--- src/rtl/regfile_sb.sv ---
// regfile_sb: register file with a write-pending scoreboard. Two combinational
// read ports, optional same-cycle write bypass, optional hardwired-zero register 0.
module regfile_sb #(
  parameter int WIDTH    = 32,
  parameter int AWIDTH   = 5,
  parameter int ZERO_REG = 1,
  parameter int BYPASS   = 1
) (
  input  logic              Clk,
  input  logic              Clrn,
  input  logic [AWIDTH-1:0] Ra,
  input  logic [AWIDTH-1:0] Rb,
  output logic [WIDTH-1:0]  Qa,
  output logic [WIDTH-1:0]  Qb,
  input  logic [AWIDTH-1:0] Wr,
  input  logic [WIDTH-1:0]  D,
  input  logic              We,
  input  logic              Iss,
  input  logic [AWIDTH-1:0] Rs,
  input  logic              Flush,
  output logic              BusyA,
  output logic              BusyB,
  output logic [AWIDTH:0]   Pending
);

  localparam int DEPTH = 1 << AWIDTH;
  localparam bit ZR    = (ZERO_REG != 0);
  localparam bit BP    = (BYPASS != 0);

  logic [WIDTH-1:0] regs_q [DEPTH];
  logic [DEPTH-1:0] busy_q, busy_d;
  logic [AWIDTH:0]  pend_q, pend_d;
  logic             ew, ei, inc, dec;

  assign ew = We  && !(ZR && (Wr == '0));
  assign ei = Iss && !(ZR && (Rs == '0));

  always_comb begin
    busy_d = busy_q;
    if (Flush) begin
      busy_d = '0;
    end else begin
      // Clear first so a same-register issue (new producer) wins.
      if (ew) busy_d[Wr] = 1'b0;
      if (ei) busy_d[Rs] = 1'b1;
    end
  end

  always_comb begin
    inc    = ei && !busy_q[Rs];
    dec    = ew && busy_q[Wr] && !(ei && (Rs == Wr));
    pend_d = '0;
    if (!Flush)
      pend_d = pend_q + {{AWIDTH{1'b0}}, inc} - {{AWIDTH{1'b0}}, dec};
  end

  always_ff @(posedge Clk or negedge Clrn) begin
    if (!Clrn) begin
      busy_q <= '0;
      pend_q <= '0;
    end else begin
      busy_q <= busy_d;
      pend_q <= pend_d;
    end
  end

  always_ff @(posedge Clk or negedge Clrn) begin
    if (!Clrn) begin
      for (int i = 0; i < DEPTH; i++) regs_q[i] <= '0;
    end else if (ew) begin
      regs_q[Wr] <= D;
    end
  end

  always_comb begin
    Qa = regs_q[Ra];
    if (ZR && (Ra == '0))           Qa = '0;
    else if (BP && We && (Wr == Ra)) Qa = D;
    Qb = regs_q[Rb];
    if (ZR && (Rb == '0))           Qb = '0;
    else if (BP && We && (Wr == Rb)) Qb = D;
  end

  always_comb begin
    BusyA = busy_q[Ra] && !(BP && ew && (Wr == Ra)) && !(ZR && (Ra == '0));
    BusyB = busy_q[Rb] && !(BP && ew && (Wr == Rb)) && !(ZR && (Rb == '0));
  end

  assign Pending = pend_q;

endmodule

--- config.mk ---
export PLATFORM = sky130hd
export DESIGN_NAME = regfile_sb
export DESIGN_NICKNAME = d
export VERILOG_FILES = /design/src/rtl/regfile_sb.sv
export SDC_FILE = /design/constraint.sdc
export NUM_CORES = 2
export LEC_CHECK = 0
export CAP_MARGIN = 25
export CORE_MARGIN = 2
export CORE_UTILIZATION = 60
export CTS_CLUSTER_SIZE = 30
export DETAILED_ROUTE_END_ITERATION = 6
export GPL_TIMING_DRIVEN = 1
export HOLD_SLACK_MARGIN = 0.12
export PLACE_DENSITY_LB_ADDON = 0.1
export SLEW_MARGIN = 20
export SYNTH_ARGS = -nofsm -noshare
export SYNTH_HDL_FRONTEND = slang
export SYNTH_SLANG_ARGS = --single-unit
--- constraint.sdc ---
create_clock -name Clk -period 6.47 [get_ports Clk]
set_clock_uncertainty 0.1 [all_clocks]
set_input_delay 1.294 -clock Clk [delete_from_list [all_inputs] [get_ports Clk]]
set_output_delay 1.294 -clock Clk [all_outputs]
set_load 0.05 [all_outputs]
==> flow_summary.yaml <==
clock_tree:
  clk_latency_ps: 710
  clockRootBuffer: "clkbuf_16"
  numCtsBuffers: 114
  tritoncts: "yes"
  postCtsSetupBuffers: 0
  clk_pin_slew_ps: 60
  ctsHoldBuffers: 0
  post_cts_resized: 0
  htreeDepth: 3
  cts_sinks: 1062
  clockBufferDepth: 3
drt:
  finalWirelength_mm: 198.9
  post_drt_wl_per_cell_um: 36.94
  vias: 40210
  drc: 0
  ant_nets: 0
  drt_first_pass_iters: 6
  vias_per_cell: 7.466
  drt_iter0_drc: 5132
flow_run:
  cap_violations: 0
power:
  irDropWorstVdd_mv: 0.2296
  p_leak_nw: 28.22
  power_density_mw_per_mm2: 313.4
worst_setup_path:
  required_ps: 5080
  critPathArrivalTime_ps: 4450
  cp-start-kind: "input port"
  crit_fanout: 13
  cp-end-kind: "output port"
  critPathKind: "input port to output port"
sta:
  rsz0062_at_grt: "false"
  worst_pin_slew_ps: 1158
  fin_crit_sh_pct: 90.26
  fmax_ghz: 0.1712
  slew_headroom_pct: 22.78
  fin_crit_ps: 5840
  setup_viol: 0
  slew_violations: 0
  hold_violations: 0
  fin_setup_tns_ps: 0
global_routing:
  grt.total_usage_pct: 40.54
  antenna_found_initial: 5
  grt_pass1_wl_mm: 289.7
  grt_pass1_vias: 41360
  overflow: 0
  grt_max_degree: 199
min_path:
  hold_path_class: "register to register"
synthesis:
  seq_area_frac_synth_pct: 45.81
  synthDominantCellAreaShare_pct: 45.81
  yosysWarnings: 0
  yosysTopAreaCell: "dfrtp_1"
  async_flop_share_pct: 100.0
  syn_area_per_cell_um2: 14.46
  synth-seq-cells: 1062
  syn-cell-area_mm2: 0.05802
  synth.top_cells.by_count: "dfrtp_1, mux2_2, mux4_2"
  synth_cell_type_count: 68
  yosysMostFrequentCell: "dfrtp_1"
  syn_inst: 4013
  synth_fp_nets: 4077
  synth_edf_count: 0
  ys_top_cells_by_area: "dfrtp_1, mux2_2, mux4_2, mux2i_1, a22oi_1"
  synth_flop_cell: "dfrtp_1"
cells_and_area:
  drive_gt1_share_pct: 49.78
  layout.filler_cells: 6683
  ff_latch_area_mm2: 0.02658
  multiInputGateArea_mm2: 0.02917
  area_growth_pct: 12.06
  layout.nets: 4074
  postLayoutCoreUtil_pct: 67.52
outcome:
  run_status: "finished clean"
die:
  die_y_um: 315.0
  dieArea_mm2: 0.09920
  die_w_um: 315.0
  coreArea_mm2: 0.09628
  placementRows: 114
  ios: 129
  initial_core_util_pct: 60.26
place:
  dp.final_hpwl_mm: 127.0
  place.gp.congestion: 0.9480
  io_buffers: 128
-- area by class of cell --
class	count	area share [%]
Antenna cell	3	0.01155
Clock buffer	166	5.181
Clock inverter	46	0.7544
Inverter	16	0.09238
Multi-Input combinational cell	2476	44.87
Sequential cell	1062	40.88
Tap cell	1276	2.456
Timing Repair Buffer	340	5.755
-- flip-flops by register name, indices dropped and copies added (netlist names) --
register	flops
Pending	6
regs_q	1024
busy_q	32
-- critical path, cell delays in order --
cell	delay, ps
clkdlybuf4s50_1	630
or2_1	360
or4_2	560
buf_4	230
o211a_1	450
a221o_1	630
buf_4	270
-- cells in the final DEF, fill, tap and decap left out, drive strengths merged, types with 9 or more instances in the layout --
cell type and n:
xnor2 15, nand2b 15, mux2 1054, a22oi 182, clkbuf 167, nand2 86
a221oi 13, o21ai 27, mux4 465, o211ai 13, nor3b 9, clkdlybuf4s50 43
and2 11, inv 18, a2111oi 9, a21oi 50, o221a 15, nor3 35
a22o 9, and3 10, a221o 21, nand3 21, clkinv 33, dfrtp 1062
o22ai 68, o211a 11, mux2i 140, buf 296, nor4 10, nor2b 19
nor2 86
-- path summary, 6_finish.rpt --
path / from / to / slack (ps) / cells after the start
worst max-delay path: Ra[4] / Qa[22] / 630 / 7
worst min-delay path: regs_q[993]$_DFFE_PN0P_ / regs_q[993]$_DFFE_PN0P_ / 300 / 0
worst max register to register: busy_q[3]$_DFF_PN0_ / Pending[5]$_DFF_PN0_ / 2850 / 13
worst min register to register: regs_q[993]$_DFFE_PN0P_ / regs_q[993]$_DFFE_PN0P_ / 300 / 0
max in group asynchronous: Clrn / regs_q[561]$_DFFE_PN0P_ / 4110 / 3
min in group asynchronous: Clrn / Pending[4]$_DFF_PN0_ / 500 / 1
-- logic make-up after synthesis --
family | after synthesis | share of synthesized area (%)
adder cells (fa/ha/maj) | 7 | 0.1639
AND/OR/NAND/NOR | 340 | 2.933
flip-flops | 1062 | 45.81
XOR/XNOR | 19 | 0.2868
multiplexers | 1659 | 40.96
AO/OA/AOI/OAI | 451 | 5.726
buffers and inverters | 475 | 4.128
-- where the power goes --
part	switching [mW]	internal (mW)	leakage (nW)
clock	2.83	3.92	1.92
combinational	2.21	2.59	12.6
sequential	0.951	7.88	13.7
-- layer usage --
layer / vias to the layer above / track usage (%) / part of all wire, %
met3: 648 / 11.26 / 11
met2: 2626 / 60.73 / 46
met4: 6 / 21.89 / 5.9
li1: 15530 / - / -
met5: - / 0 / 0.019
met1: 21400 / 54.19 / 37
-- per-stage QoR --
step	std cells	setup WS, ps	power (mW)	hold slack, ps	cell area, µm²
2_1_floorplan	4013	1662	11.89	341.3	58020
3_5_place_dp	5165	718.6	13.62	283.3	61090
6_report	5385	630.4	20.38	299.5	65010
3_3_place_gp	5162	701.7	13.29	278.2	61030
4_1_cts	5377	704.0	20.32	296.6	64950
5_1_grt	5382	554.5	21.04	310.8	65000
Note: power is estimated with default switching activity, not from simulation.
